[src/rtl/sdf_stage_ctrl.sv]
// rtl/sdf_stage_ctrl.sv - radix-2^2 SDF stage pair sequencer (optional SDF_CTRL_FRAMECNT_EN frame counter)
module sdf_stage_ctrl #(
    parameter int M      = 64,
    parameter int TW_LAT = 3,
    localparam int LOG_M = $clog2(M)
) (
    input  logic             clock,
    input  logic             reset,
    input  logic             di_en,
    output logic             bf1_bf,
    output logic             bf1_do_en,
    output logic             bf2_bf,
    output logic             bf2_ct,
    output logic             bf2_do_en,
    output logic [LOG_M-1:0] tw_addr,
    output logic             do_en,
    output logic             frame_done
`ifdef SDF_CTRL_FRAMECNT_EN
    ,
    output logic [15:0]      frame_count
`endif
);

    typedef enum logic {EMPTY, STREAM} fill_t;

    localparam logic [LOG_M-1:0] CNT1_PRIME = LOG_M'(M / 2 - 1);
    localparam logic [LOG_M-1:0] CNT2_PRIME = LOG_M'(M / 4 - 1);
    localparam logic [LOG_M-1:0] CNT_LAST   = LOG_M'(M - 1);

    fill_t             state1, state1_nxt;
    fill_t             state2, state2_nxt;
    logic [LOG_M-1:0]  cnt1, cnt2, cnt3, cnt4;
    logic [TW_LAT-1:0] tw_sr;
    logic              bf1_go, bf2_go;
    logic [LOG_M-1:0]  tw_base, tw_mult;

    always_ff @(posedge clock) begin
        if (reset) begin
            state1 <= EMPTY;
            state2 <= EMPTY;
        end else begin
            state1 <= state1_nxt;
            state2 <= state2_nxt;
        end
    end

    // Each delay line is primed once; after that the stage streams until reset.
    always_comb begin
        state1_nxt = state1;
        state2_nxt = state2;
        if (state1 == EMPTY && di_en && cnt1 == CNT1_PRIME)
            state1_nxt = STREAM;
        if (state2 == EMPTY && bf1_do_en && cnt2 == CNT2_PRIME)
            state2_nxt = STREAM;
    end

    always_comb begin
        bf1_go = di_en & (state1 == STREAM);
        bf2_go = bf1_do_en & (state2 == STREAM);
    end

    always_ff @(posedge clock) begin
        if (reset) begin
            cnt1      <= '0;
            cnt2      <= '0;
            cnt3      <= '0;
            cnt4      <= '0;
            bf1_do_en <= 1'b0;
            bf2_do_en <= 1'b0;
            tw_sr     <= '0;
        end else begin
            if (di_en)     cnt1 <= cnt1 + 1'b1;
            if (bf1_do_en) cnt2 <= cnt2 + 1'b1;
            if (bf2_do_en) cnt3 <= cnt3 + 1'b1;
            if (do_en)     cnt4 <= cnt4 + 1'b1;
            bf1_do_en <= bf1_go;
            bf2_do_en <= bf2_go;
            tw_sr[0]  <= bf2_do_en;
            for (int i = 1; i < TW_LAT; i++)
                tw_sr[i] <= tw_sr[i-1];
        end
    end

    // Twiddle index: low bits times the bit-reversed top two bits.
    always_comb begin
        tw_base = LOG_M'(cnt3[LOG_M-3:0]);
        tw_mult = LOG_M'({cnt3[LOG_M-2], cnt3[LOG_M-1]});
        tw_addr = tw_base * tw_mult;
    end

    assign bf1_bf     = cnt1[LOG_M-1];
    assign bf2_bf     = cnt2[LOG_M-2];
    assign bf2_ct     = cnt2[LOG_M-1] & ~cnt2[LOG_M-2];
    assign do_en      = tw_sr[TW_LAT-1];
    assign frame_done = do_en & (cnt4 == CNT_LAST);

`ifdef SDF_CTRL_FRAMECNT_EN
    always_ff @(posedge clock) begin
        if (reset)
            frame_count <= '0;
        else if (frame_done && frame_count != 16'hFFFF)
            frame_count <= frame_count + 16'd1;
    end
`endif

endmodule
[config.mk]
export PLATFORM = sky130hd
export DESIGN_NAME = sdf_stage_ctrl
export DESIGN_NICKNAME = d
export VERILOG_FILES = /design/src/rtl/sdf_stage_ctrl.sv
export SDC_FILE = /design/constraint.sdc
export NUM_CORES = 1
export LEC_CHECK = 0
export CAP_MARGIN = 30
export CELL_PAD_IN_SITES_DETAIL_PLACEMENT = 0
export CELL_PAD_IN_SITES_GLOBAL_PLACEMENT = 1
export CORE_UTILIZATION = 41
export CTS_CLUSTER_SIZE = 14
export DETAILED_ROUTE_END_ITERATION = 16
export PLACE_DENSITY_LB_ADDON = 0.1
export SLEW_MARGIN = 10
export SYNTH_ARGS = -nofsm -noshare
export SYNTH_HDL_FRONTEND = slang
export SYNTH_SLANG_ARGS = --single-unit
[constraint.sdc]
create_clock -name clock -period 2.2 [get_ports clock]
set_input_delay 0.66 -clock clock [delete_from_list [all_inputs] [get_ports clock]]
set_output_delay 0.66 -clock clock [all_outputs]
set_load 0.02 [all_outputs]
# [Word-level counts from Yosys, hierarchy flattened]
# Cells that the tools add are included.
[word_totals] regBits=31 input_bits=3 out_inout_bits=13 elab_cells=28
[classes] n_addsub=4 mul=1 eq_ne=3 n_bitwise=7 reduce_logical=4
[op_table] op="adder 6 x 1 -> 6 bit, second input constant" n=4
[op_table] op="equality test 6 x 4 -> 1 bit, second input constant" n=1
[op_table] op="equality test 6 x 5 -> 1 bit, second input constant" n=1
[op_table] op="equality test 6 bit, second input constant" n=1
[op_table] op="multiplier 4 x 2 -> 6 bit" n=1
[op_table] op="bitwise AND 1 bit" n=4
[op_table] op="logical AND 1 bit" n=4
[op_table] op="NOT 1 bit" n=3

# [Logic depth before layout (Yosys ltp)]
# Gate-level depths: netlist of run 1.
[depth] depth_word=3 ltp_mapped=7 ltp_nobuf=7

# [Worst setup path after synthesis of run 1]
# No wires, ideal clock.
[synth_path] path_kind="register to output" start="reg cnt3[0]" end="out tw_addr[3]" arrival_ps=1494 required_time_ps=1540 slack_ps=46 path_stages_with_launch=6 path_buffers=0 path_cell_list="dfxtp_1 -> and2_1 -> ha_1 -> inv_1 -> fa_1 -> xnor2_1"
[synth_between] elab_chain_cells=1
[synth_rtl] item="from (decl)" line_no="32" rtl="logic [LOG_M-1:0] cnt1, cnt2, cnt3, cnt4;"
[synth_rtl] item="from (signal assigned)" line_no="74" rtl="if (bf2_do_en) cnt3 <= cnt3 + 1'b1;"
[synth_rtl] item="multiplier 4 x 2 -> 6 bit" line_no="88" rtl="tw_addr = tw_base * tw_mult;"
[synth_rtl] item="to (decl)" line_no="15" rtl="output logic [LOG_M-1:0] tw_addr,"
# Every way passes these cells.

# [Final worst setup path of run 1]
[layout_path] start="reg cnt3[5]" end="out tw_addr[5]"
# The elaborated chain is that of the path after synthesis.

==> summary by stage, run 1 <==
Routing
After detailed routing, the number of remaining DRC violations is 0. For this block, the initial DRC count from the detailed router was 37. The average via count per standard cell is approximately 4.7. Dividing the detail-routed wire length by the instance count gives between 10 and 15 microns.

The count of nets left with antenna violations once routing finished came out at 0. The number of vias after detailed routing is roughly 1000. The first detailed-routing pass took 4 iterations.

The final layout contains routed wiring with a total length of 2.33 mm.

Logic synthesis
Of the total synthesized cell area, the portion taken by full adders, half adders and majority gates is 0.0805. The synthesized netlist contains 22 unique library cells. The fraction of registers with async set/reset is 0. The number of warnings issued by yosys is 0. Of the total synthesized cell area, the portion taken by AND, OR, NAND and NOR gates is 0.222.

The XOR/XNOR share of the synthesized area is 0.118. Of the post-synthesis cell area, the part taken by muxes is 0.0300. Yosys mapped a number of flops with a built-in enable equal to 0. For this run, the register share of the synthesized area comes to 0.464.

The compound-cell area share of the yosys netlist is 0.0515. The dominant combinational cell family by area after synthesis is simple AND/OR/NAND/NOR gates. Summing every instance area after synthesis gives 1340 sq um.

For this run, the leading register cell type out of synthesis is sky130_fd_sc_hd__dfxtp_1. Dividing the synthesized area by the synthesized cell count gives about 9.2 sq um. Counting every net in the synthesized netlist gives approximately 160. The synthesized instance count is 145.

The number of synthesized register bits is 31.

Worst setup path
The critical path goes through and2_4 -> ha_4 -> inv_2 -> fa_2 -> inv_2 -> a21oi_2 -> nor2_1 -> buf_4. The setup path with the least slack is of type reg -> out. The signal arrival time at the worst endpoint is around 1.7 ns. The largest stage delay on the critical path is 0.37 ns. Counting cells, the worst reg-to-reg path comes to 5. STA classifies the critical path startpoint as a flip-flop. The cell seen most often among critical-path stages is sky130_fd_sc_hd__inv_2. The critical path startpoint is cnt3[5].

Of all nets on the critical path, the largest fanout is 4. The worst setup path is captured at an output pin. The instance count on the critical path is 8.

Together, buffers and inverters on the worst path number 3. The startpoint identified for the worst register-to-register timing path is cnt3[1]. The slowest stage cell on the critical path is sky130_fd_sc_hd__dfxtp_4. The worst register-to-register path has a setup slack of between 0.9 and 1 ns. The category of cells accounting for the largest share of critical-path delay is adder cells.

The data required time at the worst endpoint is 1.54 ns.

Finish
For this run, the share of the core covered by cells in the final layout is 0.567. The final design area excluding fillers is between 1500 and 2000 sq um. The number of antenna diodes in the final layout is 0.

The multi-input gate area in the final layout is between 700 and 800 sq um. The fraction of layout instances using a drive strength above 1 is 0.266. The count of fill cells added during filler insertion is between 300 and 400.

The number of nets in the finished design is 189. The area of all sequential standard cells is approximately 630 sq um. Relative to the synthesized area, the layout overhead comes to 30.5%.

Timing
Once routing completed, OpenROAD measured the worst setup slack at -0.174 ns. The setup total negative slack is -0.545 ns. For the finished layout, the period the worst path requires is ~2.4 ns.

Setup repair after global routing could not meet its margin everywhere. The final-report max-slew violation count is 0. The maximum achievable frequency is 421 MHz. The number of failing hold endpoints at the final stage is 0. Final hold analysis gives a worst-case slack of 0.440 ns. Setup violations remaining at the end of the flow were counted as 4. The worst slew margin relative to its limit is 0.799.

The final clock period utilization by the worst path is 1.08. The setup clock skew after layout is about 0.0074 ns. At the pin with the least slew margin, the transition time is 0.301 ns.

Global routing
The number of global-route vias before repair is 978. For this run, the total global-route usage over all layers was measured as 0.158. The initial antenna violation count was 0. Entering global routing, the biggest net connects 32 pins. The overflow left after global routing is 0.

The first-pass GRT wire length is around 4.1 mm.

Min path
In this run the most critical hold path is launched from state2. The instance count along the most critical hold path is 2. The path class of the tightest hold or removal check is reg -> reg.

Clocking
The clock sink count is 31. The number of H-tree levels is 2. Counting the buffers created by CTS gives 5. The number of buffers inserted by hold repair at cts is 0. The clock latency of the later-clocked register in the worst-skew pair is 0.32 ns. TritonCTS built the clock tree. The clock input transition at the sequential cells of the worst setup and hold paths is approximately 0.090 ns.

The clock passes through at most 2 buffers. The clock root buffer master is sky130_fd_sc_hd__clkbuf_4.

Job
The number of max-cap violations is 0.

Floorplan
The row count is 20. From left edge to right edge, the die measures 59.1 microns. The die covers approximately 3500 sq um. The floorplan core area is between 3000 and 4000 sq um. The count of boundary I/O pins is 16. The effective utilization at floorplan is 0.434.

The height of the die is about 60 microns.

Placed design
The final weighted congestion in routability-driven placement is between 0.7 and 0.8. The HPWL after detailed placement is between 1.5 and 2 mm. Once placement finished, the instance area stood at approximately 1600 sq um.

The count of buffers from port buffering is 15.

Outcome
The run finished, with violations left. The final reports fail on setup timing.

Pwr
The worst-case IR drop observed on VDD is ~0.00039 V. In this run the power density over the cells is 504 nW/um^2. The analysis attributes to cell leakage a power of 0.744 nW.
[cells in the mapped netlist (2+ instances only)]
cell                        n  area share
sky130_fd_sc_hd__nand4_2    2       0.019
sky130_fd_sc_hd__or3_1      5       0.023
sky130_fd_sc_hd__ha_1       7       0.066
sky130_fd_sc_hd__nor2b_1    4       0.019
sky130_fd_sc_hd__dfxtp_1   31        0.46
sky130_fd_sc_hd__nand2_1   13       0.037
sky130_fd_sc_hd__xor2_1    12       0.079
sky130_fd_sc_hd__xnor2_1    6       0.039
sky130_fd_sc_hd__mux2i_1    4       0.030
sky130_fd_sc_hd__a21oi_1    7       0.026
sky130_fd_sc_hd__nand4_1    5       0.023
sky130_fd_sc_hd__inv_1      7       0.020
sky130_fd_sc_hd__clkbuf_1   2      0.0056
sky130_fd_sc_hd__nor2_1    25       0.070
sky130_fd_sc_hd__o21ai_0    4       0.015
sky130_fd_sc_hd__and2_1     5       0.023
[final cells by class]
| cell class | instances | share of cell area |
|---|---|---|
| clock buffers | 6 | 0.0237 |
| inverters | 7 | 0.0151 |
| flip-flops and latches | 31 | 0.360 |
| multi-input cells | 103 | 0.420 |
| well taps | 44 | 0.0316 |
| repair buffers | 30 | 0.149 |
[worst min-delay path: stages, from the launching register on]
cell,delay [ns]
sky130_fd_sc_hd__dfxtp_1,0.32
sky130_fd_sc_hd__nand2_1,0.06
sky130_fd_sc_hd__nor2_1,0.03
[metal layers]
layer / global-route usage / part of all wire / vias up
met1: 0.190 / 0.45 / 480
met4: 0.0816 / 0.021 / 0
met5: 0 / 0 / -
li1: - / - / 548
met2: 0.253 / 0.49 / 13
met3: 0.0502 / 0.039 / 7
[power breakdown]
group / internal (mW) / switching (mW) / leakage [nW]
logic: 0.00964 / 0.0135 / 0.467
clock network: 0.114 / 0.175 / 0.0242
registers: 0.563 / 0.00402 / 0.252
[placed cells by master, fill, tap and decap left out]
cell type	Yosys	routed
sky130_fd_sc_hd__ha_1	7	4
sky130_fd_sc_hd__fa_2	0	1
sky130_fd_sc_hd__ha_4	0	3
sky130_fd_sc_hd__a31oi_1	1	1
sky130_fd_sc_hd__a21oi_1	7	5
sky130_fd_sc_hd__buf_4	1	16
sky130_fd_sc_hd__nand2_2	0	1
sky130_fd_sc_hd__xnor2_2	0	1
sky130_fd_sc_hd__inv_2	0	5
sky130_fd_sc_hd__buf_6	0	3
sky130_fd_sc_hd__dlymetal6s2s_1	0	1
sky130_fd_sc_hd__dfxtp_2	0	3
sky130_fd_sc_hd__and2_1	5	3
sky130_fd_sc_hd__or3_1	5	5
sky130_fd_sc_hd__nand4_2	2	2
sky130_fd_sc_hd__clkbuf_2	0	1
sky130_fd_sc_hd__xnor2_1	6	5
sky130_fd_sc_hd__mux2i_1	4	4
sky130_fd_sc_hd__a21o_1	1	1
sky130_fd_sc_hd__dlygate4sd2_1	0	1
sky130_fd_sc_hd__clkdlybuf4s50_1	0	8
sky130_fd_sc_hd__a21oi_2	0	2
sky130_fd_sc_hd__inv_1	7	2
sky130_fd_sc_hd__nor2b_1	4	4
sky130_fd_sc_hd__xor2_1	12	12
sky130_fd_sc_hd__dfxtp_4	0	1
sky130_fd_sc_hd__and2_4	0	2
sky130_fd_sc_hd__o21ai_0	4	4
sky130_fd_sc_hd__clkbuf_4	0	5
sky130_fd_sc_hd__nand2_1	13	12
sky130_fd_sc_hd__nand4_1	5	5
sky130_fd_sc_hd__clkbuf_1	2	1
sky130_fd_sc_hd__and4_2	1	1
sky130_fd_sc_hd__nor2_1	25	25
sky130_fd_sc_hd__dfxtp_1	31	27
[sequential cells by signal, indices dropped and copies added, names as in the netlist]
signal,cells
state2,1
cnt4,6
cnt2,6
cnt1,6
bf2_do_en,1
state1,1
bf1_do_en,1
cnt3,6
tw_sr,3
[what timing repair did]
action                                  CTS  global route
pin swaps                                 5             1
gates resized for setup                  44             6
hold endpoints to repair                  0             0
endpoints found under the setup margin    6             6
setup buffers                             1             0
[logic make-up (layout without fill, tap and decap cells)]
| group | count (synthesis) | in the layout |
|---|---|---|
| buffers and inverters | 11 | 43 |
| adders and majority gates | 8 | 8 |
| muxes | 4 | 4 |
| AOI/OAI and AO/OA | 13 | 13 |
| DFF | 31 | 31 |
| xor gates and xnor gates | 18 | 18 |
| and+or+nand+nor | 60 | 60 |
[stage by stage]
step                std cells  setup slack (ns)  power (mW)
global route              221            -0.293       0.914
CTS                       221            -0.203       0.894
detailed placement        214            -0.421       0.606
finish                    221            -0.174       0.879
floorplan                 145            0.0462       0.596
global placement          214            -0.317       0.605
[path summary, 6_finish.rpt]
| kind | end |
|---|---|
| max | tw_addr[5] |
| min | bf2_do_en |
| min reg2reg | bf2_do_en |
| max reg2reg | cnt3[5] |
No activity file was read; power rests on OpenSTA's default activity.
==> inputs of run 2 (changes only) <==
--- a/config.mk
+++ b/config.mk
@@ -8,10 +8,11 @@
 export CAP_MARGIN = 30
 export CELL_PAD_IN_SITES_DETAIL_PLACEMENT = 0
 export CELL_PAD_IN_SITES_GLOBAL_PLACEMENT = 1
-export CORE_UTILIZATION = 41
+export CORE_UTILIZATION = 37
 export CTS_CLUSTER_SIZE = 14
 export DETAILED_ROUTE_END_ITERATION = 16
 export PLACE_DENSITY_LB_ADDON = 0.1
+export SKIP_LAST_GASP = 1
 export SLEW_MARGIN = 10
 export SYNTH_ARGS = -nofsm -noshare
 export SYNTH_HDL_FRONTEND = slang
==> constraint.sdc (replaced) <==
create_clock -name clock -period 2 [get_ports clock]
set_input_delay 0.6 -clock clock [delete_from_list [all_inputs] [get_ports clock]]
set_output_delay 0.6 -clock clock [all_outputs]
set_load 0.02 [all_outputs]
==> run 2 against run 1 <==
The flow still finishes with violations (setup timing). Non-clock buffer count grew 2. Cell count is 2.3% higher. Core utilization is 3.3 points lower. Critical path type unchanged. Sequential cell count unchanged. Global-route usage shrank 0.70 points. Die area increased by 10%. First-iteration DRC count fell by 35%.
==> summary by stage, run 2 (synthesis results as in run 1) <==
Global routing
The overflow left after global routing is 0 (unchanged). The total global-route track usage is 0.151 (was 0.158). The busiest metal layer after global routing is met2 (unchanged). The initial antenna violation count is 0 (unchanged).

The first-pass GRT wire length is 4.14 mm (was 4.11 mm). The global-route track usage on met3 is 0.0455 (was 0.0502). The met2 track demand over resource in global routing is 0.237 (was 0.253). The met1 track demand over resource in global routing is 0.180 (was 0.190). The pin count of the biggest net entering global routing is 32 (unchanged). The number of global-route vias before repair came to 969 (was 978).

Min path
The type of the worst min-delay path is reg -> reg (unchanged).

Clocking
The clock root buffer master is sky130_fd_sc_hd__clkbuf_4 (unchanged). The number of clock buffers inserted by TritonCTS came to 5 (unchanged). The number of buffers inserted by hold repair at cts is 0 (unchanged). The number of H-tree levels came to 2 (unchanged). The clock sink count was 31 (unchanged).

The post-CTS setup buffer count is 0 (was 1). The clock latency of the later-clocked register in the worst-skew pair was 0.33 ns (was 0.32 ns). The clock input transition at the sequential cells of the worst setup and hold paths is 0.09 ns (about the same). The clock tree from TritonCTS is done (unchanged).

The clock tree buffer depth is 2 (unchanged).

Floorplan
The die area is 3860 sq um (was 3490 sq um). The count of boundary I/O pins is 16 (unchanged). The effective utilization at floorplan was 0.394 (was 0.434). The width of the chip came to 62.1 microns (was 59.1 microns).

The height of the die is 62.1 microns (was 59.1 microns). The row count was 21 (was 20). The floorplan core area was 3390 sq um (was 3080 sq um).

Timing
The number of setup violations in the final report is 4 (unchanged). The slew at the pin closest to its max-slew limit is 0.225 ns (was 0.301 ns). The setup clock skew after layout is 0.00896 ns (was 0.00740 ns). The final-report max-slew violation count is 0 (unchanged).

Subtracting the final worst setup slack from the clock period gives approximately 2.3 ns. The maximum achievable frequency is 436 MHz. The final setup slack of the worst path is -0.291 ns (was -0.174 ns). Setup repair after global routing missed its margin: true (unchanged). The number of failing hold endpoints at the final stage is 0 (unchanged).

The worst slew margin relative to its limit is 0.850 (was 0.799). The final clock period utilization by the worst path is 1.15.

Finish
The post-route non-filler standard cell count is 226 (was 221). Top library cells by usage in the layout, fill and taps aside: sky130_fd_sc_hd__dfxtp_1, sky130_fd_sc_hd__nor2_1, sky130_fd_sc_hd__buf_4, sky130_fd_sc_hd__nand2_1, sky130_fd_sc_hd__xor2_1 (unchanged). The area growth from synthesis to layout is 35.3% (was 30.5%). The commonest non-fill, non-tap cell in the layout was sky130_fd_sc_hd__dfxtp_1 (unchanged). The fraction of layout instances using a drive strength above 1 is 0.317 (was 0.266). The count of fill cells added during filler insertion was 325 (was 305). The area of all sequential standard cells is 629 sq um (was 628 sq um).

The final design area excluding fillers came to 1810 sq um (was 1740 sq um). The multi-input gate area in the final layout came to 758 sq um (was 733 sq um). The number of antenna cells inserted is 0 (unchanged). The number of nets in the finished design is 191 (was 189).

Pwr
The clock share of power was 0.357 (was 0.328). The total internal power is 797 uW (was 686 uW). The power density over cell area came to 564 nW/um^2 (was 504 nW/um^2).

The peak supply drop is 0.000332 V (was 0.000387 V). The switching part of the total was 0.218 (was 0.219). The share of total power in combinational logic was 0.030 (was 0.026).

The sequential share of power was 0.613 (was 0.646). The standby leakage power is 0.791 nW (was 0.744 nW). The net switching power figure is 222 uW (was 192 uW).

Worst setup path
The endpoint type of the worst setup path is an output pin (unchanged). The category of cells accounting for the largest share of critical-path delay is adder cells (unchanged). Critical path cell sequence: and2_4 -> ha_4 -> inv_2 -> fa_2 -> inv_2 -> a21oi_2 -> nor2_2 -> buf_6 (was and2_4 -> ha_4 -> inv_2 -> fa_2 -> inv_2 -> a21oi_2 -> nor2_1 -> buf_4). The cell seen most often among critical-path stages is sky130_fd_sc_hd__inv_2 (unchanged). The largest stage delay on the critical path was 0.37 ns (about the same). The startpoint type of the worst setup path is a flip-flop (unchanged). The slowest stage cell on the critical path was sky130_fd_sc_hd__dfxtp_4 (unchanged). The worst-path maximum fanout was 4 (unchanged).

The data required time at the worst endpoint came to 1.40 ns (was 1.54 ns). The signal arrival time at the worst endpoint came to 1.69 ns (was 1.71 ns). The buffer and inverter count on the worst path was 3 (unchanged).

The path type of the worst setup path was reg -> out (unchanged).

Job
The number of max-cap violations is 0 (unchanged).

Routing
The number of DRC violations after detailed routing was 0 (unchanged). The iteration count of the initial detailed-routing pass is 4 (unchanged). The post-detailed-routing wire length is 2.40 mm (was 2.33 mm). The average via count per standard cell is 4.53 (was 4.74).

The wire length per cell after detailed routing was 10.6 microns (was 10.5 microns). The post-route antenna net violation count is 0 (unchanged). The number of vias after detailed routing came to 1023 (was 1048). The number of DRC violations after detailed-routing iteration 0 is 24 (was 37).

Placed design
The total half-perimeter wirelength after legalization and detailed placement was 1.65 mm (was 1.62 mm). The final weighted congestion in routability-driven placement is 0.699 (was 0.720). The count of buffers from port buffering is 15 (unchanged).

The instance area at placement is 1680 sq um (was 1630 sq um). The placed instance count is 219 (was 214).

Outcome
Violated checks: setup timing (unchanged). Outcome: complete, but fails checks (unchanged).
## run 2: cell count changes in the layout (fill, tap and decap cells not counted), moves of 2 or more
cell and change:
sky130_fd_sc_hd__and2_1 -2, sky130_fd_sc_hd__clkdlybuf4s50_1 -3, sky130_fd_sc_hd__and2_4 +2, sky130_fd_sc_hd__dlygate4sd2_1 +2
## run 2: worst register-to-register path: stages (launching register included)
cell                      delay, ns
sky130_fd_sc_hd__dfxtp_1       0.39
sky130_fd_sc_hd__ha_1          0.18
sky130_fd_sc_hd__nand4_1       0.13
sky130_fd_sc_hd__or3_1         0.33
sky130_fd_sc_hd__a21oi_1       0.14
## run 2: final timing paths
check | slack [ns] | to | start | cells past startpoint
setup / recovery | -0.29 | tw_addr[5] | cnt3[5] | 8
hold / removal | 0.43 | bf2_do_en | state2 | 2
setup reg to reg | 0.77 | state2 | cnt2[0] | 4
hold reg to reg | 0.43 | bf2_do_en | state2 | 2
## run 2: cell type report
cell class	instances	area share
multi-input cells	103	0.419
flip-flops and latches	31	0.348
repair buffers	32	0.155
well taps	46	0.0318
clock buffers	6	0.0284
inverters	7	0.0145
clock inverters	1	0.00277
## run 2: per-stage QoR
stage                      util  TNS (ns)  setup WS, ns  total power, mW  hold WS (ns)
after detailed placement  0.496     -1.88        -0.532            0.672         0.424
after floorplan               -   -0.0407       -0.0351            0.655         0.414
after CTS                 0.524     -1.25        -0.327             1.04         0.437
final                     0.533     -1.09        -0.291             1.02         0.432
after global placement    0.496     -1.76        -0.490            0.670         0.421
after global routing      0.533     -1.43        -0.397             1.07         0.467
## run 2: timing repair
item                       4_1_cts  5_1_grt
resized for setup               47       11
pin swaps                        5        2
setup endpoints to repair        9        6
## run 2: per-layer routing
metal,vias to the layer above,share of wire
met5,-,0
li1,541,-
met4,0,0.025
met1,464,0.46
met2,13,0.48
met3,5,0.031
## run 2: power groups by stage
| stage | Combinational [mW] | Sequential [mW] | Clock [mW] |
|---|---|---|---|
| 2_1_floorplan | 0.0160 | 0.639 | 0 |
| 3_3_place_gp | 0.0305 | 0.640 | 0 |
| 3_5_place_dp | 0.0312 | 0.640 | 0 |
| 4_1_cts | 0.0314 | 0.626 | 0.386 |
| 5_1_grt | 0.0344 | 0.625 | 0.414 |
| 6_report | 0.0304 | 0.624 | 0.364 |
==> inputs of run 3 (changes only) <==
--- a/config.mk
+++ b/config.mk
@@ -8,9 +8,11 @@
 export CAP_MARGIN = 30
 export CELL_PAD_IN_SITES_DETAIL_PLACEMENT = 0
 export CELL_PAD_IN_SITES_GLOBAL_PLACEMENT = 1
+export CORE_MARGIN = 8
 export CORE_UTILIZATION = 37
 export CTS_CLUSTER_SIZE = 14
 export DETAILED_ROUTE_END_ITERATION = 16
+export GPL_ROUTABILITY_DRIVEN = 0
 export PLACE_DENSITY_LB_ADDON = 0.1
 export SKIP_LAST_GASP = 1
 export SLEW_MARGIN = 10
==> run 3 against run 2 <==
The run still ends with setup timing left. Clock power grew 15%. Sequential power is essentially flat. Register-to-register slack better by 0.02 ns. Die area grew 50%. Wire length up 1.4%. Fmax decreased by 1.3%. Critical path depth unchanged. Worst setup slack worse by 0.030 ns. Largest cell class unchanged.
==> summary by stage, run 3 (synthesis results as in run 1) <==
Outcome
Outcome: complete, but fails checks (unchanged). Violated checks: setup timing (unchanged).

Finish
The final design area excluding fillers came to 1810 sq um (about the same). Top library cells by usage in the layout, fill and taps aside: sky130_fd_sc_hd__dfxtp_1, sky130_fd_sc_hd__nor2_1, sky130_fd_sc_hd__buf_4, sky130_fd_sc_hd__nand2_1, sky130_fd_sc_hd__xor2_1 (unchanged). The commonest non-fill, non-tap cell in the layout is sky130_fd_sc_hd__dfxtp_1 (unchanged). The post-route core utilization is 0.506 (was 0.533). The number of nets in the finished design is 191 (unchanged). The number of antenna cells inserted is 0 (unchanged). The area growth from synthesis to layout is 35.5% (was 35.3%). The post-route non-filler standard cell count is 229 (was 226). The fraction of layout instances using a drive strength above 1 is 0.298 (was 0.317).

Floorplan
The floorplan core area is 3580 sq um (was 3390 sq um). The die area was 5790 sq um (was 3860 sq um). The count of boundary I/O pins is 16 (unchanged).

The height of the die is 76.1 microns (was 62.1 microns). The row count is 22 (was 21). The width of the chip is 76.1 microns (was 62.1 microns).

The effective utilization at floorplan is 0.373 (was 0.394).

Clocking
The number of H-tree levels came to 2 (unchanged). The clock tree from TritonCTS is done (unchanged). The post-CTS setup buffer count is 0 (unchanged). The clock latency of the later-clocked register in the worst-skew pair is 0.32 ns (was 0.33 ns). The clock input transition at the sequential cells of the worst setup and hold paths was 0.10 ns (was 0.09 ns). The number of clock buffers inserted by TritonCTS was 5 (unchanged). The clock root buffer master is sky130_fd_sc_hd__clkbuf_4 (unchanged). The clock tree buffer depth is 2 (unchanged). The clock sink count is 31 (unchanged).

Timing
The worst slew margin relative to its limit is 0.850 (about the same). The number of failing hold endpoints at the final stage was 0 (unchanged). The setup clock skew after layout is 0.00587 ns (was 0.00896 ns).

The final setup slack of the worst path is -0.321 ns (was -0.291 ns). The slew at the pin closest to its max-slew limit was 0.225 ns (about the same). The maximum achievable frequency is 431 MHz (was 436 MHz). The final period demand of the worst path came to 2.32 ns (was 2.29 ns). The number of setup violations in the final report is 4 (unchanged). The setup total negative slack is -1.15 ns (was -1.09 ns). The final-report max-slew violation count is 0 (unchanged). The final clock period utilization by the worst path was 1.16 (was 1.15). Setup repair after global routing missed its margin: true (unchanged).

Worst setup path
The startpoint type of the worst setup path is a flip-flop (unchanged). The endpoint type of the worst setup path is an output pin (unchanged). The slack of the worst reg-to-reg path was 0.79 ns (was 0.77 ns). The cell seen most often among critical-path stages is sky130_fd_sc_hd__inv_2 (unchanged).

The worst-path maximum fanout is 3 (was 4). The slowest stage cell on the critical path is sky130_fd_sc_hd__fa_2 (was sky130_fd_sc_hd__dfxtp_4). The signal arrival time at the worst endpoint is 1.72 ns (was 1.69 ns).

The data required time at the worst endpoint is 1.40 ns (about the same). The largest stage delay on the critical path is 0.38 ns (was 0.37 ns). Critical path cell sequence: and2_4 -> ha_4 -> inv_2 -> fa_2 -> inv_2 -> a21oi_2 -> nor2_2 -> buf_6 (unchanged). The path type of the worst setup path was reg -> out (unchanged).

The depth of the most critical reg-to-reg path is 4 (unchanged).

Pwr
The standby leakage power is 0.809 nW (was 0.791 nW). The power density over cell area is 594 nW/um^2 (was 564 nW/um^2). The total power after layout is 1.08 mW (was 1.02 mW). The peak supply drop is 0.000376 V (was 0.000332 V).

Routing
The average via count per standard cell is 4.55 (was 4.53). The number of vias after detailed routing is 1042 (was 1023). The post-detailed-routing wire length is 2.43 mm (was 2.40 mm).

The number of DRC violations after detailed-routing iteration 0 is 31 (was 24). The wire length per cell after detailed routing is 10.6 microns (about the same). The iteration count of the initial detailed-routing pass was 3 (was 4). The number of DRC violations after detailed routing is 0 (unchanged). The post-route antenna net violation count is 0 (unchanged).

Global routing
The first-pass GRT wire length is 4.40 mm (was 4.14 mm). The met2 track demand over resource in global routing was 0.151 (was 0.237). The overflow left after global routing is 0 (unchanged). The global-route track usage on met3 is 0.0425 (was 0.0455). The pin count of the biggest net entering global routing is 32 (unchanged).

The met1 track demand over resource in global routing is 0.0946 (was 0.180). The initial antenna violation count was 0 (unchanged). The total global-route track usage is 0.0919 (was 0.151).

The busiest metal layer after global routing is met2 (unchanged). The number of global-route vias before repair is 1076 (was 969).

Placed design
The total half-perimeter wirelength after legalization and detailed placement is 1.79 mm (was 1.65 mm). The count of buffers from port buffering came to 15 (unchanged). The instance area at placement is 1690 sq um (was 1680 sq um). The placed instance count is 221 (was 219).

Min path
The instance count along the most critical hold path was 2 (unchanged). The type of the worst min-delay path was reg -> reg (unchanged).

Job
The number of max-cap violations came to 0 (unchanged).
## run 3: worst paths after layout
check / endpoint / from
setup / recovery: tw_addr[5] / cnt3[4]
hold / removal: bf2_do_en / state2
setup reg to reg: state2 / cnt2[0]
hold reg to reg: bf2_do_en / state2
## run 3: area by class of cell
class                           count  area [sq um]
Clock buffer                        7          65.1
Clock inverter                      1          7.51
Fill cell                         347          1770
Inverter                            7          26.3
Multi-Input combinational cell    103           733
Sequential cell                    31           627
Tap cell                           48          60.1
Timing Repair Buffer               32           292
## run 3: power by group
part | switching (mW) | total [mW] | leakage, nW | internal [mW]
clock | 0.214 | 0.419 | 0.0375 | 0.205
sequential | 0.00465 | 0.626 | 0.253 | 0.621
combinational | 0.0164 | 0.0312 | 0.519 | 0.0148
## run 3: metal layers
metal  up-vias  wire, microns
met2        14           1200
met4         0             21
met1       485           1090
met5         -              0
met3         2            119
li1        541              -
## run 3: per-stage QoR
step,hold WS [ns],setup slack (ns)
floorplan,0.414,-0.0351
global placement,0.421,-0.497
detailed placement,0.429,-0.520
CTS,0.448,-0.349
global route,0.465,-0.439
finish,0.444,-0.321
## run 3: timing repair
action	4_1_cts	5_1_grt
resized for setup	38	16
hold buffers	0	0
pin swaps	2	7
setup endpoints to repair	9	8
## run 3: worst max-delay path, delay by kind of cell, from the launching register on
family	cells	cell delay, ns
adder cells (fa/ha/maj)	2	0.51
flip-flops	1	0.35
AND/OR/NAND/NOR	2	0.26
buffers and inverters	3	0.23
AO/OA/AOI/OAI	1	0.05
